$ cat config.mk
export PLATFORM = sky130hd
export DESIGN_NAME = execute_stage_md
export DESIGN_NICKNAME = d
export VERILOG_FILES = /design/src/rtl/common.sv /design/src/rtl/alu.sv /design/src/rtl/muldiv_unit.sv /design/src/rtl/execute_stage_md.sv
export SDC_FILE = /design/constraint.sdc
export NUM_CORES = 2
export LEC_CHECK = 0
export ABC_AREA = 0
export BUFFER_PORTS_ARGS = -buffer_cell sky130_fd_sc_hd__buf_2
export CAP_MARGIN = 20
export CORE_ASPECT_RATIO = 1.2
export CORE_MARGIN = 5
export CORE_UTILIZATION = 47
export DETAILED_ROUTE_END_ITERATION = 8
export PLACE_DENSITY = 0.66
export SYNTH_ARGS = -nofsm -noshare
export SYNTH_HDL_FRONTEND = slang
export SYNTH_SLANG_ARGS = --single-unit
$ cat constraint.sdc
create_clock -name clk -period 8.92 [get_ports clk]
set_clock_uncertainty 0.2 [all_clocks]
set_input_delay 1.338 -clock clk [delete_from_list [all_inputs] [get_ports clk]]
set_output_delay 1.338 -clock clk [all_outputs]
set_load 0.005 [all_outputs]
$ cat src/rtl/common.sv
// Shared types for the execute stage: control word, ALU and M-extension opcodes,
// multiply/divide FSM states and the operand forward-select codes.
package common;

  localparam logic [1:0] No_forward       = 2'b00;
  localparam logic [1:0] Forward_from_ex  = 2'b01;
  localparam logic [1:0] Forward_from_mem = 2'b10;

  typedef enum logic [2:0] {
    MD_MUL = 3'd0, MD_MULH, MD_MULHSU, MD_MULHU,
    MD_DIV, MD_DIVU, MD_REM, MD_REMU
  } md_op_t;

  typedef enum logic [1:0] {IDLE, MUL, DIV, DONE} md_state_t;

  typedef enum logic [3:0] {
    ALU_ADD, ALU_SUB, ALU_SLL, ALU_SLT, ALU_SLTU,
    ALU_XOR, ALU_SRL, ALU_SRA, ALU_OR, ALU_AND, ALU_PASS_B
  } alu_op_t;

  typedef enum logic [2:0] {R_TYPE, I_TYPE, S_TYPE, B_TYPE, U_TYPE, J_TYPE} instr_type_t;

  typedef struct packed {
    instr_type_t instr_type;
    alu_op_t     alu_op;
    logic        alu_src;
    logic [2:0]  funct3;
    logic        jump;
    logic        jalr;
    logic        mem_read;
    logic        mem_write;
    logic        reg_write;
  } control_type;

  // Upper opcode bit separates the divide/remainder group from the multiplies.
  function automatic logic is_div_op(input md_op_t op);
    return op[2];
  endfunction

endpackage

$ cat src/rtl/alu.sv
// Single-cycle integer ALU for the base instruction set.
module alu
  import common::*;
#(
  parameter int XLEN = 32
) (
  input  alu_op_t          alu_op,
  input  logic [XLEN-1:0]  a,
  input  logic [XLEN-1:0]  b,
  output logic [XLEN-1:0]  result
);

  localparam int SHW = $clog2(XLEN);

  logic [SHW-1:0] shamt;
  assign shamt = b[SHW-1:0];

  always_comb begin
    result = '0;
    case (alu_op)
      ALU_ADD:    result = a + b;
      ALU_SUB:    result = a - b;
      ALU_SLL:    result = a << shamt;
      ALU_SLT:    result = XLEN'($signed(a) < $signed(b));
      ALU_SLTU:   result = XLEN'(a < b);
      ALU_XOR:    result = a ^ b;
      ALU_SRL:    result = a >> shamt;
      ALU_SRA:    result = XLEN'($signed(a) >>> shamt);
      ALU_OR:     result = a | b;
      ALU_AND:    result = a & b;
      ALU_PASS_B: result = b;
      default:    result = '0;
    endcase
  end

endmodule

$ cat src/rtl/muldiv_unit.sv
// M-extension unit: pipelined multiplier of MUL_CYCLES stages and a radix-2
// restoring divider taking XLEN cycles, sequenced by an IDLE/MUL/DIV/DONE FSM.
module muldiv_unit
  import common::*;
#(
  parameter int XLEN       = 32,
  parameter int MUL_CYCLES = 1
) (
  input  logic             clk,
  input  logic             reset_n,
  input  logic             flush,
  input  logic             start,
  input  md_op_t           op,
  input  logic [XLEN-1:0]  a,
  input  logic [XLEN-1:0]  b,
  output md_state_t        state,
  output logic             accept,
  output logic             busy,
  output logic [XLEN-1:0]  result
);

  localparam int CNT_W = $clog2(XLEN) + 1;
  localparam logic [CNT_W-1:0] MUL_LAST = CNT_W'(MUL_CYCLES - 1);
  localparam logic [CNT_W-1:0] DIV_LAST = CNT_W'(XLEN - 1);

  md_state_t        state_reg, state_next;
  logic [CNT_W-1:0] cnt_reg;
  md_op_t           op_reg;
  logic [XLEN-1:0]  a_reg, b_reg, quot_reg, rem_reg, dvsr_reg;
  logic [XLEN-1:0]  quot_next, rem_next;
  logic [XLEN:0]    shifted, diff;
  logic             div_signed_in, div_signed, neg_q, neg_r;
  logic             a_sgn, b_sgn;
  logic [2*XLEN-1:0] a_ext, b_ext, product, prod_last;

  function automatic logic [XLEN-1:0] mag(input logic [XLEN-1:0] x, input logic sgn);
    return (sgn && x[XLEN-1]) ? -x : x;
  endfunction

  assign state  = state_reg;
  assign accept = reset_n & ~flush & start & (state_reg == IDLE);
  assign busy   = reset_n & (accept | (state_reg == MUL) | (state_reg == DIV));
  assign div_signed_in = (op == MD_DIV) || (op == MD_REM);

  always_comb begin
    state_next = state_reg;
    case (state_reg)
      IDLE: if (accept) state_next = is_div_op(op) ? DIV : MUL;
      MUL:  if (cnt_reg == MUL_LAST) state_next = DONE;
      DIV:  if (cnt_reg == DIV_LAST) state_next = DONE;
      DONE: state_next = IDLE;
      default: state_next = IDLE;
    endcase
    if (flush) state_next = IDLE;
  end

  // One restoring step: trial-subtract the divisor from the shifted partial remainder.
  assign shifted = {rem_reg, quot_reg[XLEN-1]};
  assign diff    = shifted - {1'b0, dvsr_reg};

  always_comb begin
    if (diff[XLEN]) begin
      rem_next  = shifted[XLEN-1:0];
      quot_next = {quot_reg[XLEN-2:0], 1'b0};
    end else begin
      rem_next  = diff[XLEN-1:0];
      quot_next = {quot_reg[XLEN-2:0], 1'b1};
    end
  end

  always_ff @(posedge clk) begin
    if (!reset_n) begin
      state_reg <= IDLE;
      cnt_reg   <= '0;
      op_reg    <= MD_MUL;
      a_reg     <= '0;
      b_reg     <= '0;
      quot_reg  <= '0;
      rem_reg   <= '0;
      dvsr_reg  <= '0;
    end else begin
      state_reg <= state_next;
      if (accept) begin
        cnt_reg  <= '0;
        op_reg   <= op;
        a_reg    <= a;
        b_reg    <= b;
        quot_reg <= mag(a, div_signed_in);
        rem_reg  <= '0;
        dvsr_reg <= mag(b, div_signed_in);
      end else begin
        if (state_reg == MUL || state_reg == DIV) cnt_reg <= cnt_reg + 1'b1;
        if (state_reg == DIV) begin
          quot_reg <= quot_next;
          rem_reg  <= rem_next;
        end
      end
    end
  end

  // Sign-extending to 2*XLEN makes a plain multiply yield the right signed product.
  assign a_sgn   = ((op_reg == MD_MULH) || (op_reg == MD_MULHSU)) & a_reg[XLEN-1];
  assign b_sgn   = (op_reg == MD_MULH) & b_reg[XLEN-1];
  assign a_ext   = {{XLEN{a_sgn}}, a_reg};
  assign b_ext   = {{XLEN{b_sgn}}, b_reg};
  assign product = a_ext * b_ext;

  for (genvar gi = 0; gi < MUL_CYCLES; gi++) begin : g_stage
    logic [2*XLEN-1:0] stage_reg;
    always_ff @(posedge clk) begin
      if (!reset_n) begin
        stage_reg <= '0;
      end else if (state_reg == MUL) begin
        if (gi == 0) stage_reg <= product;
        else         stage_reg <= g_stage[(gi > 0) ? gi - 1 : 0].stage_reg;
      end
    end
  end
  assign prod_last = g_stage[MUL_CYCLES-1].stage_reg;

  assign div_signed = (op_reg == MD_DIV) || (op_reg == MD_REM);
  assign neg_q      = div_signed & (a_reg[XLEN-1] ^ b_reg[XLEN-1]);
  assign neg_r      = div_signed & a_reg[XLEN-1];

  always_comb begin
    result = '0;
    case (op_reg)
      MD_MUL:                       result = prod_last[XLEN-1:0];
      MD_MULH, MD_MULHSU, MD_MULHU: result = prod_last[2*XLEN-1:XLEN];
      MD_DIV, MD_DIVU:  result = (b_reg == '0) ? '1 : (neg_q ? -quot_reg : quot_reg);
      MD_REM, MD_REMU:  result = (b_reg == '0) ? a_reg : (neg_r ? -rem_reg : rem_reg);
      default:          result = '0;
    endcase
  end

endmodule

$ cat src/rtl/execute_stage_md.sv
// Execute stage: forwarding, ALU, branch/jump resolution, and a multi-cycle
// multiply/divide path that stalls upstream until its result retires.
module execute_stage_md
  import common::*;
#(
  parameter int XLEN       = 32,
  parameter int MUL_CYCLES = 1
) (
  input  logic             clk,
  input  logic             reset_n,
  input  logic             in_valid,
  input  logic [XLEN-1:0]  data1,
  input  logic [XLEN-1:0]  data2,
  input  logic [XLEN-1:0]  immediate_data,
  input  logic [XLEN-1:0]  pc_in,
  input  control_type      control_in,
  output control_type      control_out,
  input  logic             md_en,
  input  md_op_t           md_op,
  input  logic [XLEN-1:0]  mem_forward_data,
  input  logic [XLEN-1:0]  wb_forward_data,
  input  logic [1:0]       forward_rs1,
  input  logic [1:0]       forward_rs2,
  input  logic             flush,
  output logic             stall,
  output logic             out_valid,
  output logic [XLEN-1:0]  alu_data,
  output logic [XLEN-1:0]  memory_data,
  output logic             pc_src,
  output logic             jalr_flag,
  output logic [XLEN-1:0]  jalr_target_offset,
  output logic [XLEN-1:0]  pc_out
);

  logic [XLEN-1:0] op_a, rs2_fwd, op_b, alu_result, jt_sum, md_result;
  logic [XLEN-1:0] pc_reg, store_reg;
  control_type     ctrl_reg;
  md_state_t       md_state;
  logic            md_accept, md_busy, taken;

  always_comb begin
    case (forward_rs1)
      Forward_from_ex:  op_a = mem_forward_data;
      Forward_from_mem: op_a = wb_forward_data;
      default:          op_a = data1;
    endcase
    case (forward_rs2)
      Forward_from_ex:  rs2_fwd = mem_forward_data;
      Forward_from_mem: rs2_fwd = wb_forward_data;
      default:          rs2_fwd = data2;
    endcase
  end
  assign op_b = control_in.alu_src ? immediate_data : rs2_fwd;

  alu #(.XLEN(XLEN)) u_alu (
    .alu_op (control_in.alu_op),
    .a      (op_a),
    .b      (op_b),
    .result (alu_result)
  );

  muldiv_unit #(.XLEN(XLEN), .MUL_CYCLES(MUL_CYCLES)) u_md (
    .clk     (clk),
    .reset_n (reset_n),
    .flush   (flush),
    .start   (in_valid & md_en),
    .op      (md_op),
    .a       (op_a),
    .b       (rs2_fwd),
    .state   (md_state),
    .accept  (md_accept),
    .busy    (md_busy),
    .result  (md_result)
  );

  always_comb begin
    case (control_in.funct3)
      3'b000:  taken = (op_a == rs2_fwd);
      3'b001:  taken = (op_a != rs2_fwd);
      3'b100:  taken = ($signed(op_a) <  $signed(rs2_fwd));
      3'b101:  taken = ($signed(op_a) >= $signed(rs2_fwd));
      3'b110:  taken = (op_a <  rs2_fwd);
      3'b111:  taken = (op_a >= rs2_fwd);
      default: taken = 1'b0;
    endcase
  end
  assign jt_sum = op_a + immediate_data;

  always_ff @(posedge clk) begin
    if (!reset_n) begin
      ctrl_reg  <= '0;
      pc_reg    <= '0;
      store_reg <= '0;
    end else if (md_accept) begin
      ctrl_reg  <= control_in;
      pc_reg    <= pc_in;
      store_reg <= rs2_fwd;
    end
  end

  // The retiring M-op is presented entirely from the copy latched at acceptance.
  always_comb begin
    control_out        = control_in;
    alu_data           = control_in.jump ? pc_in + XLEN'(4) : alu_result;
    memory_data        = rs2_fwd;
    pc_src             = (control_in.instr_type == B_TYPE) & taken & ~md_en;
    jalr_flag          = control_in.jalr & ~md_en;
    jalr_target_offset = {jt_sum[XLEN-1:1], 1'b0};
    pc_out             = pc_in;
    out_valid          = in_valid & ~md_en & (md_state == IDLE);
    if (md_state == DONE) begin
      control_out        = ctrl_reg;
      alu_data           = md_result;
      memory_data        = store_reg;
      pc_src             = 1'b0;
      jalr_flag          = 1'b0;
      jalr_target_offset = '0;
      pc_out             = pc_reg;
      out_valid          = 1'b1;
    end
    out_valid = out_valid & reset_n & ~flush;
  end

  assign stall = md_busy;

endmodule
# ---- Word-level counts from Yosys, hierarchy flattened
# Cells that the tools add are included.
# W data, S select, Z words.
dict set report totals {
  register_bits 283
  input_bits 220
  wordCells 151
}
dict set report classes {
  addsub 10
  multipliers 1
  magnitude_cmp 6
  eq_ne 38
  shift 3
  n_mux 30
  bitwise_logic 25
  n_reduce_logical 19
}
# cell count
set op_table {}
lappend op_table {{$mux W32} 15}
lappend op_table {{$pmux W32 S11} 1}
lappend op_table {{$lt A32 B32 Y1} 4}
lappend op_table {{$neg A32 Y32} 4}
lappend op_table {{$pmux W32 S2} 2}
lappend op_table {{$pmux W32 S4} 1}
lappend op_table {{$add A32 B32 Y32} 2}
lappend op_table {{$ge A32 B32 Y1} 2}
lappend op_table {{$mul A33 B33 Y64} 1}
lappend op_table {{$sub A33 B32 Y33} 1}
lappend op_table {{$add A32 B3 Y32 const B} 1}
lappend op_table {{$and A32 B32 Y32} 1}
lappend op_table {{$eq A32 B32 Y1} 1}
lappend op_table {{$logic_not A32 Y1} 1}
lappend op_table {{$ne A32 B32 Y1} 1}
lappend op_table {{$or A32 B32 Y32} 1}
lappend op_table {{$shl A32 B5 Y32} 1}
lappend op_table {{$shr A32 B5 Y32} 1}
lappend op_table {{$sshr A32 B5 Y32} 1}
lappend op_table {{$sub A32 B32 Y32} 1}
lappend op_table {{$xor A32 B32 Y32} 1}
lappend op_table {{$eq A3 B3 Y1 const B} 10}
lappend op_table {{$and A1 B1 Y1} 16}
lappend op_table {{$eq A4 B3 Y1 const B} 4}
lappend op_table {{other kinds (28)} 58}

# ---- Logic depth before layout (Yosys ltp)
dict set report logic_depth {
  word_depth 7
  mapped_depth 33
  mapped_depth_nobuf 29
}

# ---- Modules after synthesis
# Synthesis repeated with hierarchy kept, for this count alone.
dict set report hier_totals {
  hier_cells 8951
  hier_area_um2 71337.2
}
# mod instances cells_each area_each_um2 seq_area_each_um2
set modules_own_cells {}
lappend modules_own_cells {muldiv_unit 1 6192 53002.1 4684.5}
lappend modules_own_cells {execute_stage_md 1 1376 9267.6 1601.5}
lappend modules_own_cells {alu 1 1383 9067.4 0.0}

# ---- Worst setup path before layout
# Ideal clock, no wire load.
dict set report synth_path {
  kind {flip-flop to flip-flop}
  startpoint {register u_md.op_reg[2]}
  endpoint {register u_md.g_stage[0].stage_reg[63]}
  arrival_time_ns 8.617
  t_required_ns 8.634
  setup_slack_ns 0.018
  stages_incl_launch_ff 33
  path_buffers 4
  synth_period_minus_slack_ns 8.902
  path_cell_list {dfxtp_1 clkbuf_1 clkinv_1 and3_1 clkbuf_1 clkbuf_1 nand2_1 inv_1 fa_1 inv_1 fa_1 inv_1 fa_1 inv_1 fa_1 inv_1 fa_1 fa_1 fa_1 inv_1 fa_1 inv_1 ha_1 clkbuf_1 a21o_1 a21o_1 a21oi_1 o221ai_1 a22o_1 a311o_1 a21o_1 xnor2_1 a211oi_1}
}
dict set report synth_via {
  elab_chain_cells 4
  elab_cells_between_ends 6
  classes_between {mul: 1; eq/ne: 2; bitwise: 2; reduce/logical: 1}
}
# item line
set synth_rtl {}
lappend synth_rtl {{start, declared} muldiv_unit.sv:28} ;# md_op_t op_reg;
lappend synth_rtl {{start signal, assigned} muldiv_unit.sv:85} ;# op_reg <= op;
lappend synth_rtl {{$eq A3 B1 Y1 or $eq A3 B2 Y1 (tied branches)} {muldiv_unit.sv:102, muldiv_unit.sv:103}}
lappend synth_rtl {{$logic_or A1 B1 Y1} muldiv_unit.sv:102} ;# assign a_sgn = ((op_reg == MD_MULH) || (op_reg == MD_MULHSU)) & a_reg[XLEN-1];
lappend synth_rtl {{$and A1 B1 Y1} muldiv_unit.sv:102}
lappend synth_rtl {{$mul A33 B33 Y64 *} muldiv_unit.sv:106} ;# assign product = a_ext * b_ext;
lappend synth_rtl {{end signal, assigned} muldiv_unit.sv:114} ;# if (gi == 0) stage_reg <= product;
lappend synth_rtl {{end signal, assigned} muldiv_unit.sv:115} ;# else stage_reg <= g_stage[(gi > 0) ? gi - 1 : 0].stage_reg;
lappend synth_rtl {{end, declared} muldiv_unit.sv:109} ;# logic [2*XLEN-1:0] stage_reg;
# Mark *: on every way between the ends. The rest lies on a longest branch, timed or not.
# A chain may end at the register's enable or synchronous reset.

# ---- Worst setup path after layout
dict set report layout_path {
  startpoint {register u_md.a_reg[10]}
  endpoint {register u_md.g_stage[0].stage_reg[57]}
}
dict set report layout_via {
  elab_chain_cells 1
}
# item line
set layout_rtl {}
lappend layout_rtl {{start, declared} muldiv_unit.sv:29} ;# logic [XLEN-1:0] a_reg, b_reg, quot_reg, rem_reg, dvsr_reg;
lappend layout_rtl {{start signal, assigned} muldiv_unit.sv:76} ;# a_reg <= '0;
lappend layout_rtl {{start signal, assigned} muldiv_unit.sv:86} ;# a_reg <= a;
lappend layout_rtl {{$mul A33 B33 Y64} muldiv_unit.sv:106}
# Every way passes these cells.

==> results.sh <==
export IMPL_status="completed"
export IMPL_netlist_area_um2=68600
export IMPL_end_kind="flip-flop"
export IMPL_grt_pass1_vias=66400
export IMPL_antenna_left=0
export IMPL_yosys_area_share_simple=0.172
export IMPL_routedWlPerCell_um=27.2
export IMPL_slowest_delay_ns=0.79
export IMPL_setup_viol=0
export IMPL_final_hold_viol_count=0
export IMPL_drv_slew=0
export IMPL_crit_required_ns=9.18
export IMPL_hp_class="flip-flop to flip-flop"
export IMPL_fillers=14000
export IMPL_clk_pin_slew_ns=0.06
export IMPL_period_needed_ns=8.60
export IMPL_antenna_found_initial=21
export IMPL_p_int_mw=3.34
export IMPL_p_sw_mw=3.02
export IMPL_synth_top_family_by_area="adder cells"
export IMPL_core_um2=145000
export IMPL_numCtsBuffers=38
export IMPL_crit_type="flip-flop to flip-flop"
export IMPL_synth_compound_area_frac=0.151
export IMPL_cts_buffer_depth=3
export IMPL_fin_crit_sh=0.964
export IMPL_via_count=64700
export IMPL_cts_root_buffer="clkbuf_16"
export IMPL_synth_top_cell_area_share=0.330
export IMPL_cts_setup_buffers=0
export IMPL_yosysMostFrequentCell="inv_1"
export IMPL_layout_drive_gt1_share=0.113
export IMPL_synth_mux_area_frac=0.0456
export IMPL_syn_area_per_cell_um2=8.02
export IMPL_placed_cell_area_um2=74000
export IMPL_drtPass1Iterations=8
export IMPL_finalPower_mw=6.36
export IMPL_synthCells=8546
export IMPL_final_area_um2=75300
export IMPL_switching_share=0.475
export IMPL_ys_top_cells_by_count="inv_1 (1336), nand2_1 (1250), fa_1 (1129)"
export IMPL_seqPwrFrac=0.212
export IMPL_htree_levels=2
export IMPL_seq_area_um2=5650
export IMPL_dp_final_hpwl_um=238000
export IMPL_grt_usage=0.375
export IMPL_crit_path_max_fanout=25
export IMPL_power_leakage_nw=34.2
export IMPL_slowest_stage="dfxtp_1"
export IMPL_fp_dieArea_um2=154000
export IMPL_row_count=153
export IMPL_synth_edff_count=0
export IMPL_die_w_um=359
export IMPL_gr_total_overflow=0
export IMPL_viasPerCell=6.02
export IMPL_clock_latency_ns=0.61
export IMPL_synth_warnings=0
export IMPL_multiInputGateArea_um2=55700
export IMPL_fin_tns_setup_ns=0
export IMPL_synthArstFlopShare=0
export IMPL_tightest_slew_ns=1.22
export IMPL_drtIter0Drc=5766
export IMPL_cts_repair_resized=0
export IMPL_holdBufCountCts=0
export IMPL_synthAdderAreaFrac=0.406
export IMPL_drc=0
export IMPL_startpoint_type="flip-flop"
export IMPL_routed_wirelength_um=291000
export IMPL_largest_register_ffs=64
export IMPL_yosys_area_share_xor_xnor=0.0351
export IMPL_gp_congestion=1.11
export IMPL_ys_seq_area_frac=0.0823
export IMPL_synthTopCellsByArea="fa_1 (33%), dfxtp_1 (8.2%), ha_1 (7.6%)"
export IMPL_max_freq_mhz=116
export IMPL_nNetsFinal=10500
export IMPL_ys_ff_latch=282
export IMPL_crit_top_cell="fa_1"
export IMPL_relSlewSlack=0.187
export IMPL_cts_tree="done"
export IMPL_grt_start_max_net_pins=95
export IMPL_p_per_area_nw_per_um2=84.4
export IMPL_peakVddDrop_mv=0.125
export IMPL_synth_flop_cell="dfxtp_1"
export IMPL_ys_types=108
export IMPL_synthesis_nets=10300
export IMPL_synth_top_area_cell="fa_1"
export IMPL_fin_util=0.520
export IMPL_critical_path_cell_chain="buf_12 -> nand2_1 -> fa_1 -> inv_1 -> fa_1 -> inv_1 -> fa_1 -> fa_1 -> inv_1 -> fa_1 -> inv_1 -> fa_1 -> fa_1 -> inv_1 -> fa_1 -> ha_1 -> a21oi_1 -> o21ai_0 -> or3_1 -> o21ai_1 -> o22ai_1 -> a311o_1 -> nor4_1 -> o21ai_0"
export IMPL_portBuffers=366
export IMPL_clkSinkCount=282
export IMPL_rsz0062_at_grt="no"
export IMPL_grt_pass1_wl_um=431000
export IMPL_pin_count=368
export IMPL_worst_ep_arrival_time_ns=8.86
export IMPL_cap_violations=0
export IMPL_area_delta_synth_final_pct=9.82
export IMPL_die_h_um=428
export IMPL_initial_utilization=0.473
export IMPL_p_comb_frac=0.540
export IMPL_p_clk_frac=0.248
logic make-up after synthesis:
kind of cell,count (synthesis)
AOI/OAI and AO/OA,1611
xor gates and xnor gates,275
and+or+nand+nor,2594
buffers and inverters,1933
muxes,302
DFF,282
other,1
adders and majority gates,1548
routing by layer:
layer  track usage  wire, µm  vias to the layer above
li1              -         -                    28000
met1         0.439    105000                    32300
met2         0.609    135000                     3345
met3        0.0866     26400                      958
met4         0.256     25800                       18
met5             0       128                        -
final timing paths:
| path | slack [ns] | start | end | cells after the start |
|---|---|---|---|---|
| worst max-delay path | 0.32 | u_md.a_reg[10]$_SDFFE_PN0P_ | u_md.g_stage[0].stage_reg[57]$_SDFFE_PN0P_ | 24 |
| worst max register to register | 0.32 | u_md.a_reg[10]$_SDFFE_PN0P_ | u_md.g_stage[0].stage_reg[57]$_SDFFE_PN0P_ | 24 |
| worst min register to register | 0.25 | pc_reg[1]$_SDFFE_PN0P_ | pc_reg[1]$_SDFFE_PN0P_ | 2 |
| worst min-delay path | 0.25 | pc_reg[1]$_SDFFE_PN0P_ | pc_reg[1]$_SDFFE_PN0P_ | 2 |
metrics by stage:
step,cells,worst slack (ns),hold slack (ns)
detailed placement,10700,0.258,0.244
finish,10700,0.324,0.251
CTS,10700,0.202,0.254
global route,10700,0.0147,0.268
global placement,10600,0.271,0.237
floorplan,8546,0.0178,0.217
cells in the final DEF, fill, tap and decap left out, drive strengths merged, types with 51 or more instances in the layout:
master  Yosys  final
inv      1339   1343
nand2    1250   1250
fa       1129   1129
buf        90    759
nor2      491    491
a21oi     425    425
o21ai     421    421
ha        419    419
and2      303    303
dfxtp     282    282
mux2i     227    227
xnor2     183    183
nand3     154    154
xor2       92     92
nor3       84     84
mux2       75     75
a211oi     74     74
a21o       71     71
a31oi      68     68
a22oi      61     61
clkbuf    501     55
nand4      51     51
worst max-delay path, delay by kind of cell (launching register included):
family / cells / cell delay (ns)
fa+ha+maj: 9 / 4.43
buf+inv: 6 / 0.55
flops: 1 / 0.79
simple gates: 3 / 0.94
compound gates: 6 / 1.49
cell type report:
cell class	instances	area share
Antenna cell	14	0.000465
Clock inverter	14	0.00176
Multi-Input combinational cell	6331	0.739
Inverter	1342	0.0670
Clock buffer	54	0.0146
Timing Repair Buffer	760	0.0696
Sequential cell	282	0.0750
Tap cell	1937	0.0322
power by group through the flow:
stage          clock network [mW]  logic (mW)  registers [mW]
2_1_floorplan                   0        1.90            1.34
3_3_place_gp                    0        3.31            1.37
3_5_place_dp                    0        3.31            1.37
4_1_cts                      1.60        3.32            1.34
5_1_grt                      1.64        3.60            1.35
6_report                     1.58        3.43            1.35
Note: power is estimated with default switching activity, not from simulation.
